===== config.mk =====
export PLATFORM = sky130hd
export DESIGN_NAME = output_device_serializer
export DESIGN_NICKNAME = d
export VERILOG_FILES = /design/src/rtl/output_device_serializer_pkg.sv /design/src/rtl/output_device_serializer_phase_timer.sv /design/src/rtl/output_device_serializer.sv
export SDC_FILE = /design/constraint.sdc
export NUM_CORES = 1
export LEC_CHECK = 0
export ABC_AREA = 1
export BUFFER_PORTS_ARGS = -buffer_cell sky130_fd_sc_hd__buf_2
export CORE_AREA = 2 2 77 135
export DETAILED_ROUTE_END_ITERATION = 12
export DIE_AREA = 0 0 79 137
export PLACE_DENSITY = 0.78
export SLEW_MARGIN = 20
export SYNTH_ARGS = -nofsm -noshare
export SYNTH_HDL_FRONTEND = slang
export SYNTH_SLANG_ARGS = --single-unit

===== constraint.sdc =====
create_clock -name clk -period 1.85 [get_ports clk]
set_input_delay 0.185 -clock clk [delete_from_list [all_inputs] [get_ports clk]]
set_output_delay 0.185 -clock clk [all_outputs]
set_load 0.05 [all_outputs]

===== src/rtl/output_device_serializer_pkg.sv =====
// Shared definitions for the serial output stages.
//
// Contents:
//   DefaultWidth   default frame width in bits (matches the device register width)
//   DefaultClkDiv  default system-clock cycles per ser_clk phase and per latch pulse
//   ser_state_t    2-bit FSM state type, with fixed state encodings
//
// The state encodings are fixed numeric constants rather than an enum, so that other
// serial output stages and existing tooling that decode the raw state bits stay compatible.
package output_device_serializer_pkg;

  localparam int unsigned DefaultWidth  = 32;
  localparam int unsigned DefaultClkDiv = 2;

  typedef logic [1:0] ser_state_t;

  localparam ser_state_t StIdle  = 2'd0;
  localparam ser_state_t StLow   = 2'd1;
  localparam ser_state_t StHigh  = 2'd2;
  localparam ser_state_t StLatch = 2'd3;

endpackage


===== src/rtl/output_device_serializer_phase_timer.sv =====
// serial_phase_timer: phase-length counter used for every timed phase of a frame.
//
// Ports:
//   clk    in   system clock, rising-edge
//   reset  in   synchronous, active-high reset
//   clear  in   holds the counter at zero (the next phase then starts from a clean count)
//   done   out  high for one cycle on the last cycle of each CLK_DIV-cycle phase
//
// The counter wraps to zero by itself on done. Back-to-back phases (LOW -> HIGH -> LOW ...)
// therefore need no explicit restart.
module serial_phase_timer #(
  parameter int unsigned CLK_DIV = 2
) (
  input  logic clk,
  input  logic reset,
  input  logic clear,
  output logic done
);

  localparam int unsigned CntW = $clog2(CLK_DIV) + 1;
  localparam logic [CntW-1:0] CntLast = CntW'(CLK_DIV - 1);

  logic [CntW-1:0] cnt_q, cnt_d;

  assign done = !clear && (cnt_q == CntLast);

  always_comb begin
    cnt_d = cnt_q + 1'b1;
    if (clear || done) begin
      cnt_d = '0;
    end
  end

  always_ff @(posedge clk) begin
    if (reset) begin
      cnt_q <= '0;
    end else begin
      cnt_q <= cnt_d;
    end
  end

endmodule


===== src/rtl/output_device_serializer.sv =====
// output_device_serializer: mirrors one output-device register onto a 74HC595-style
// shift-register chain.
//
// Whenever device_value differs from the last value sent, a snapshot is shifted out
// MSB-first and then latched into the chain's storage register. Changes arriving while a
// frame is in flight are not sampled; the first idle cycle after the frame compares against
// the last value sent, so any number of intermediate changes collapse into one follow-up frame.
//
// Ports:
//   clk           in   system clock, rising-edge
//   reset         in   synchronous, active-high reset (aborts a frame in flight, no latch)
//   device_value  in   current output-device register contents
//   ser_data      out  serial data, stable through the whole ser_clk high phase
//   ser_clk       out  shift clock; the chain samples on its rising edge
//   ser_latch     out  storage-register latch pulse, CLK_DIV cycles after the last bit
//   busy          out  high while a frame (shift + latch) is in progress
//   frame_count   out  completed frames, wrapping at 16 bits
//
// All outputs come straight from flops; there is no combinational path from device_value.
module output_device_serializer
  import output_device_serializer_pkg::*;
#(
  parameter int unsigned WIDTH   = DefaultWidth,
  parameter int unsigned CLK_DIV = DefaultClkDiv
) (
  input  logic             clk,
  input  logic             reset,
  input  logic [WIDTH-1:0] device_value,
  output logic             ser_data,
  output logic             ser_clk,
  output logic             ser_latch,
  output logic             busy,
  output logic [15:0]      frame_count
);

  localparam int unsigned BitW = $clog2(WIDTH) + 1;
  localparam logic [BitW-1:0] BitLast = BitW'(WIDTH - 1);

  ser_state_t       state_q, state_d;
  logic [WIDTH-1:0] shadow_q, shadow_d;
  logic [WIDTH-1:0] last_sent_q, last_sent_d;
  logic [BitW-1:0]  bit_cnt_q, bit_cnt_d;
  logic [15:0]      frame_count_q, frame_count_d;
  logic             ser_data_q, ser_data_d;
  logic             ser_clk_q, ser_clk_d;
  logic             ser_latch_q, ser_latch_d;
  logic             busy_q, busy_d;

  logic             phase_done;
  logic [WIDTH-1:0] shadow_next;

  // The timer is held at zero while idle, so the first LOW phase starts from a fresh count.
  serial_phase_timer #(
    .CLK_DIV (CLK_DIV)
  ) u_phase_timer (
    .clk   (clk),
    .reset (reset),
    .clear (state_q == StIdle),
    .done  (phase_done)
  );

  // The next bit to present is the MSB of the shadow after this shift.
  assign shadow_next = shadow_q << 1;

  always_comb begin
    state_d       = state_q;
    shadow_d      = shadow_q;
    last_sent_d   = last_sent_q;
    bit_cnt_d     = bit_cnt_q;
    frame_count_d = frame_count_q;
    ser_data_d    = ser_data_q;
    ser_clk_d     = ser_clk_q;
    ser_latch_d   = ser_latch_q;
    busy_d        = busy_q;

    unique case (state_q)
      StIdle: begin
        if (device_value != last_sent_q) begin
          shadow_d    = device_value;
          last_sent_d = device_value;
          bit_cnt_d   = BitLast;
          ser_clk_d   = 1'b0;
          ser_data_d  = device_value[WIDTH-1];
          busy_d      = 1'b1;
          state_d     = StLow;
        end
      end

      StLow: begin
        if (phase_done) begin
          ser_clk_d = 1'b1;
          state_d   = StHigh;
        end
      end

      StHigh: begin
        if (phase_done) begin
          shadow_d  = shadow_next;
          ser_clk_d = 1'b0;
          if (bit_cnt_q == '0) begin
            // Park the data line low while latching so the idle bus is quiet.
            ser_data_d  = 1'b0;
            ser_latch_d = 1'b1;
            state_d     = StLatch;
          end else begin
            bit_cnt_d  = bit_cnt_q - 1'b1;
            ser_data_d = shadow_next[WIDTH-1];
            state_d    = StLow;
          end
        end
      end

      StLatch: begin
        if (phase_done) begin
          ser_latch_d   = 1'b0;
          busy_d        = 1'b0;
          frame_count_d = frame_count_q + 16'd1;
          state_d       = StIdle;
        end
      end

      default: begin
        state_d = StIdle;
      end
    endcase
  end

  always_ff @(posedge clk) begin
    if (reset) begin
      state_q       <= StIdle;
      shadow_q      <= '0;
      last_sent_q   <= '0;
      bit_cnt_q     <= '0;
      frame_count_q <= '0;
      ser_data_q    <= 1'b0;
      ser_clk_q     <= 1'b0;
      ser_latch_q   <= 1'b0;
      busy_q        <= 1'b0;
    end else begin
      state_q       <= state_d;
      shadow_q      <= shadow_d;
      last_sent_q   <= last_sent_d;
      bit_cnt_q     <= bit_cnt_d;
      frame_count_q <= frame_count_d;
      ser_data_q    <= ser_data_d;
      ser_clk_q     <= ser_clk_d;
      ser_latch_q   <= ser_latch_d;
      busy_q        <= busy_d;
    end
  end

  assign ser_data    = ser_data_q;
  assign ser_clk     = ser_clk_q;
  assign ser_latch   = ser_latch_q;
  assign busy        = busy_q;
  assign frame_count = frame_count_q;

endmodule


Yosys cells after proc, flatten, opt, wreduce, memory -nomap -nowiden --
Index checks and enable logic that the tools add are counted.
Storage, ports and cells: bits in registers 93, output and inout bits 20, input port bits 34, word-level logic and storage cells 68
Operators by class: equal/unequal tests 11, add/subtract/negate cells 3, mux-type cells 26, reduce and logical (&&, ||, !) cells 18
Operators by type and width (count):
- $mux 31 | 2
- $pmux 31 s2 | 1
- $ne 32x32->1 | 1
- $mux 6 | 3
- $add 16x1->16 const B | 1
- $reduce_and 4->1 | 4
- $pmux 6 s2 | 1
- $mux 2 | 5
- $mux 1 | 9
- $pmux 2 s4 | 1
- $logic_not 6->1 | 1
- $ne 2x1->1 const B | 3
- $ne 2x2->1 const B | 3
- $pmux 1 s2 | 3
- $reduce_and 3->1 | 2
- $reduce_bool 2->1 | 3
- $sub 6x1->6 const B | 1
- $eq 2x1->1 const B | 2
- $eq 2x2->1 const B | 2
- $reduce_and 2->1 | 2
- $pmux 1 s3 | 1
- $reduce_bool 3->1 | 1
- $add 2x1->2 const B | 1
- $logic_not 2->1 | 1
- 4 further kinds | 4

Longest topological paths before layout --
Gate-level depths: netlist (run 1).
word-level depth 5, mapped depth 13, depth with buffers taken out 13

Hierarchy --
Synthesis (run 1) repeated with hierarchy kept, for this count alone.
Unflattened totals: cell total of the unflattened synthesis 720, area, all modules 4718.3 um2
By module, submodules not included:
- output_device_serializer | area each 4635.7 um2, cells each 709, sequential area each 1821.7 um2, instances 1
- serial_phase_timer | area each 82.6 um2, cells each 11, sequential area each 40.0 um2, instances 1

Worst setup path before layout (run 1) --
Ideal clock, no wire load.
path type register to register, from reg state_q[1], to reg frame_count_q[14] (netlist: frame_count[14]), library setup time 0.120 ns, arrival 1.715 ns, buffers on the path 1, required time 1.730 ns, cell stages (with the launch flop) 14, period minus slack after synthesis 1.835 ns, setup slack 0.015 ns, path through dfxtp_1 inv_1 ha_1 buf_6 nor2_8 nand2_4 nor2_4 nand2_2 nor2_4 nand2_2 nor2_2 nand3_1 o21ai_1 a21oi_1
On the way: word-level cells in the longest chain between the ends 4, elaborated cells on any way between the ends 5, those cells by class eq/ne: 1; reduce/logical: 4
RTL lines:
- start: declaration | RTL line output_device_serializer.sv:39 | ser_state_t state_q, state_d;
- start signal: assignment | RTL line output_device_serializer.sv:130 | state_q <= StIdle;
- start signal: assignment | RTL line output_device_serializer.sv:140 | state_q <= state_d;
- $logic_not 2->1 | RTL line output_device_serializer.sv:58 | .clear (state_q == StIdle),
- $logic_not 1->1 | RTL line output_device_serializer_phase_timer.sv:25 | assign done = !clear && (cnt_q == CntLast);
- $logic_and 1x1->1 | RTL line output_device_serializer_phase_timer.sv:25
- $reduce_and 2->1 (no line) *
- end signal: assignment | RTL line output_device_serializer.sv:144 | frame_count_q <= frame_count_d;
- end: declaration | RTL line output_device_serializer.sv:43 | logic [15:0] frame_count_q, frame_count_d;
Mark *: on every way between the ends. The rest lies on a longest branch, timed or not. A chain may end at the register's enable or synchronous reset.

Final worst setup path (run 1) --
from reg last_sent_q[8], to reg shadow_q[0]
On the way: word-level cells in the longest chain between the ends 3
RTL lines:
- start: declaration | RTL line output_device_serializer.sv:41 | logic [WIDTH-1:0] last_sent_q, last_sent_d;
- start signal: assignment | RTL line output_device_serializer.sv:142 | last_sent_q <= last_sent_d;
- $ne 32x32->1 | RTL line output_device_serializer.sv:78 | if (device_value != last_sent_q) begin
- $ne 2x2->1 (no line)
- $reduce_and 3->1 (no line)
- end signal: assignment | RTL line output_device_serializer.sv:141 | shadow_q <= shadow_d;
- end: declaration | RTL line output_device_serializer.sv:40 | logic [WIDTH-1:0] shadow_q, shadow_d;
Every way passes these cells.

==> results of run 1 <==
## how the worst min path moves through the flow
| stage | to | slack (ns) |
|---|---|---|
| after global placement | u_phase_timer.cnt_q[0] | 0.41 |
| final | frame_count[0] | 0.18 |
| after global routing | last_sent_q[4] | 0.22 |
| after floorplan | frame_count[12] | 0.34 |
| after CTS | frame_count[0] | 0.18 |
| after detailed placement | u_phase_timer.cnt_q[0] | 0.42 |
## power breakdown
group	total (mW)	internal (mW)	switching, mW
sequential	3.10	2.73	0.378
combinational	4.58	1.78	2.80
clock	2.03	1.25	0.771
## per-stage QoR
| step | worst slack [ns] | total power [mW] | std cells |
|---|---|---|---|
| finish | 0.145 | 9.71 | 967 |
| global route | 0.00171 | 10.6 | 967 |
| CTS | 0.0271 | 9.71 | 966 |
| detailed placement | 0.0359 | 7.64 | 950 |
| global placement | 0.0889 | 7.57 | 950 |
| floorplan | 0.0154 | 6.72 | 787 |
## sequential cells by signal, indices dropped and copies added (netlist names)
register	count
ser_latch	1
u_phase_timer.cnt_q	2
state_q	2
frame_count	16
ser_data	1
busy	1
shadow_q	31
last_sent_q	32
bit_cnt_q	6
ser_clk	1
## routing by layer
metal | wire length [um] | share of wire [%] | global-route usage, %
met5 | 0 | 0 | 0
met1 | 4490 | 40 | 23.4
met2 | 5960 | 54 | 40.3
met3 | 410 | 3.7 | 3.83
met4 | 248 | 2.2 | 8.14
## cell type report
class                           instances  area share [%]
Clock inverter                          4            1.20
Multi-Input combinational cell        548            44.6
Inverter                              109            7.01
Tap cell                              125            2.68
Sequential cell                        93            31.9
Clock buffer                           12            4.39
Timing Repair Buffer                   76            8.21
## what timing repair did
action	CTS	global route
setup buffers	0	1
resized for setup	0	7
setup endpoints to repair	0	40
## synth_stat cells
cell	n
inv_2	11
o221ai_1	1
buf_4	2
o21ai_1	2
nand3_2	1
nor2_4	2
xnor2_1	22
nor3b_4	1
o22ai_1	1
nand3_4	2
a21oi_1	48
o21ai_0	37
nor2_2	4
a31oi_1	1
ha_1	8
inv_1	98
nand2_1	217
xor2_1	2
a21boi_0	1
nand3_1	44
nor2_1	131
nand2_2	2
buf_6	10
nand2_4	1
nand4_1	5
o21a_1	1
clkbuf_1	19
o221a_2	1
a221oi_1	1
and3_1	1
nor3_1	9
dfxtp_1	93
buf_1	5
nor2_8	1
a211oi_1	1
buf_2	1
## logic make-up after synthesis
family	count (synthesis)	share of synthesized area (%)
buf+inv	146	12.5
flops	93	36.7
compound gates	95	9.85
xor+xnor	24	4.15
fa+ha+maj	8	1.98
simple gates	421	34.8
==> impl_metrics.toml, run 1 <==
[finish]
n_fill_cell = 977
multi_input_area_um2 = 2600
fin_nets = 879
fin_area_um2 = 5840
final_common_cell = "nand2_1"
num_antenna_cells = 0
regArea_um2 = 1860
drive_gt1_share_pct = 14.6
final_core_util_pct = 60.0
area_growth_pct = 15.2
final_cell_mix = "nand2_1 (215), nor2_1 (131), inv_1 (97)"

[global_routing]
grt_pass1_wl_um = 18600
antenna_found_initial = 0
grt.total_usage_pct = 21.4
grt_pass1_vias = 4336
grt_max_degree = 45
overflow = 0

[synthesis]
ys_warn_count = 0
synth.distinct_cells = 36
syn_avg_cell_area_um2 = 6.44
synth-seq-cells = 93
seq_area_frac_synth_pct = 36.7
syn_nets = 829
syn-cell-area_um2 = 5070
synthCells = 787
synth.area.top_cells = "dfxtp_1 (37%), nand2_1 (16%), nor2_1 (9.7%)"
yosysTopAreaCellShare_pct = 36.7
yosysTopAreaCell = "dfxtp_1"

[timing]
max_freq_mhz = 587
rsz0062_at_grt = "no"
setup_viol = 0
hold_viol = 0
worst_hold_slack_ns = 0.184
fin_tns_setup_ns = 0
period_needed_ns = 1.70
min_period_over_period_pct = 92.1
drv_slew = 0
worst_pin_slew_ns = 0.454
slew_headroom_pct = 69.7
skew_ns = 0.00566

[flow_run]
max_cap_viol_count = 0

[route]
vias = 4712
wl_per_cell_um = 11.5
drc = 0
drt_iter0_drc = 278
ant_nets = 0
wl_um = 11100
firstDrtPassIters = 4
via_per_inst = 4.87

[critical_path]
path_class = "reg -> reg"
arrival_ns = 1.94
rrSetupSlack_ns = 0.15
slowest_stage = "dfxtp_1"
crit_path_end = "shadow_q[0]"
setup.worst_path.end_class = "flip-flop"
reg2regPathDepth = 11
path_common_cell = "nand2_1"
cp_num_cells = 11
start_kind = "flip-flop"
required_ns = 2.09
timing.rr.start = "last_sent_q[8]"
critPathTopFamily = "simple AND/OR/NAND/NOR gates"
slowest_delay_ns = 0.33
crit_fanout = 26
path_cells = "xnor2_1 -> nand2_1 -> nor2_1 -> nand2_1 -> nor2_4 -> nand3_4 -> nand3_4 -> buf_12 -> nand2_1 -> nand2_1 -> nor2_1"
r2r_end = "shadow_q[0]"
worst-path-buf-inv = 1
crit_start = "last_sent_q[8]"

[pwr]
ir_worst_vdd_uv = 974
p_leak_nw = 2.88
powerDensity_nw_per_um2 = 1660

[clock_network]
h-tree-depth = 3
insertion_delay_ns = 0.34
cts_made_buffers = 9
clock_sinks = 93
cts_root_buf = "clkbuf_16"
cts_tree = "built"
cts_buffer_depth = 2
cts_hold_buf = 0
clk_pin_slew_worst_paths_ns = 0.06

[floorplan]
rows = 48
start_util_pct = 52.1
die-width_um = 79
core_area_um2 = 9730
die_h_um = 137
ios = 54
die_area_um2 = 10800

[placement]
place_hpwl_um = 7820
place.gp.congestion = 0.805
detailed_place.area_um2 = 5480
portBuffers = 53

[min_path]
hold_depth = 2
min_from = "reset"
hp-class = "in -> reg"

[run_status]
status = "completed"
Note: power is estimated with default switching activity, not from simulation.
==> run 2, diff against run 1 <==
- GPL_TIMING_DRIVEN: not set -> 0
==> impl_metrics.toml, run 2 (synthesis results as in run 1) <==
[critical_path]
path_class = "reg -> reg"
required_ns = 2.08
start_kind = "flip-flop"
slowest_delay_ns = 0.34
setup.worst_path.end_class = "flip-flop"
path_cells = "inv_2 -> ha_2 -> nor2_8 -> nand2_8 -> nor3b_4 -> nand2_2 -> buf_4 -> o221a_2"
slowest_stage = "dfxtp_2"
crit_fanout = 4
arrival_ns = 2.06

[timing]
hold_viol = 0
worst_pin_slew_ns = 0.589
drv_slew = 0
setup_slack_ns = 0.0267
setup_viol = 0
period_needed_ns = 1.82
min_period_over_period_pct = 98.6
skew_ns = 0.00791
rsz0062_at_grt = "yes"
max_freq_mhz = 548
fin_tns_setup_ns = 0
slew_headroom_pct = 60.7

[finish]
final_common_cell = "nand2_1"
final_cell_mix = "nand2_1 (215), nor2_1 (125), inv_1 (96)"
area_growth_pct = 20.4
final_core_util_pct = 62.7
drive_gt1_share_pct = 18.6
fin_nets = 914
layout.cells.non_filler = 1002
largest_register_ffs = 32
top_register = "last_sent_q"
fin_area_um2 = 6100
num_antenna_cells = 0

[placement]
placed_cells = 965
portBuffers = 53
place.gp.congestion = 0.831
place_hpwl_um = 9150
detailed_place.area_um2 = 5490
pre_cts_ws_ns = -0.293

[clock_network]
insertion_delay_ns = 0.34
cts_hold_buf = 0
cts_made_buffers = 9
cts_buffer_depth = 2
cts_tree = "built"
h-tree-depth = 3
clk_pin_slew_worst_paths_ns = 0.06
clock_sinks = 93
cts_root_buf = "clkbuf_16"

[global_routing]
grt_pass1_vias = 4640
grt.total_usage_pct = 24.0
grt_max_degree = 15
antenna_found_initial = 0
overflow = 0
grt_pass1_wl_um = 20500

[pwr]
pwr-share-comb_pct = 50.4
pwr-share-clk_pct = 19.1
ir_worst_vdd_uv = 689
powerDensity_nw_per_um2 = 1680
p_int_mw = 5.93
pwr-share-seq_pct = 30.5
p_leak_nw = 3.01
switching_share_pct = 42.2
switchingPower_mw = 4.33

[route]
drt_iter0_drc = 361
ant_nets = 0
firstDrtPassIters = 6
wl_per_cell_um = 12.8
drc = 0
vias = 4978
wl_um = 12800
via_per_inst = 4.97

[min_path]
hp-class = "in -> reg"

[floorplan]
core_area_um2 = 9730
ios = 54
rows = 48
die_area_um2 = 10800
die_h_um = 137
die-width_um = 79
start_util_pct = 52.1

[flow_run]
max_cap_viol_count = 0

[run_status]
status = "completed"
-- run 2: layout make-up --
| cell class | count | area [um^2] |
|---|---|---|
| Buffer | 35 | 224 |
| Clock buffer | 11 | 233 |
| Clock inverter | 5 | 75.1 |
| Fill cell | 923 | 3630 |
| Inverter | 109 | 409 |
| Multi-Input combinational cell | 548 | 2700 |
| Sequential cell | 93 | 1870 |
| Tap cell | 125 | 156 |
| Timing Repair Buffer | 76 | 442 |
-- run 2: through the flow --
stage / hold slack, ns / power, mW
6_report: 0.158 / 10.3
3_3_place_gp: 0.409 / 7.69
3_5_place_dp: 0.414 / 7.77
4_1_cts: 0.151 / 9.89
2_1_floorplan: 0.340 / 6.72
5_1_grt: 0.160 / 11.1
-- run 2: power by group through the flow --
stage                     logic [mW]  clock network, mW  registers [mW]
final                           5.17               1.96            3.13
after global routing            5.83               2.06            3.21
after CTS                       4.81               1.98            3.11
after detailed placement        4.62                  0            3.15
after global placement          4.56                  0            3.13
after floorplan                 3.56                  0            3.16
-- run 2: worst max-delay path: cells and delay by family, from the launching register on --
family	cells	cell delay, ns
AND/OR/NAND/NOR	4	0.66
adder cells (fa/ha/maj)	1	0.24
AO/OA/AOI/OAI	1	0.25
flip-flops	1	0.34
buffers and inverters	2	0.21
-- run 2: path summary, 6_finish.rpt --
path	from	end	slack (ns)	cells after the start
max	state_q[0]	frame_count[9]	0.03	8
min	reset	frame_count[12]	0.16	3
max reg2reg	state_q[0]	frame_count[9]	0.03	8
min reg2reg	u_phase_timer.cnt_q[0]	u_phase_timer.cnt_q[0]	0.42	1
-- run 2: routing by layer --
layer	part of all wire [%]	vias to the layer above	routed length, um	global-route usage [%]
li1	-	2590	-	-
met1	39	2228	5020	24.7
met2	53	124	6750	44.4
met3	4.0	36	506	4.55
met4	4.0	0	507	13.7
met5	0	-	0	0
-- run 2: repair_timing --
| item | CTS | global route |
|---|---|---|
| hold endpoints to repair | 0 | 0 |
| resized for setup | 20 | 39 |
| gates cloned | 0 | 0 |
| buffers inserted | 8 | 15 |
| pin swaps | 5 | 10 |
| setup endpoints to repair | 76 | 71 |
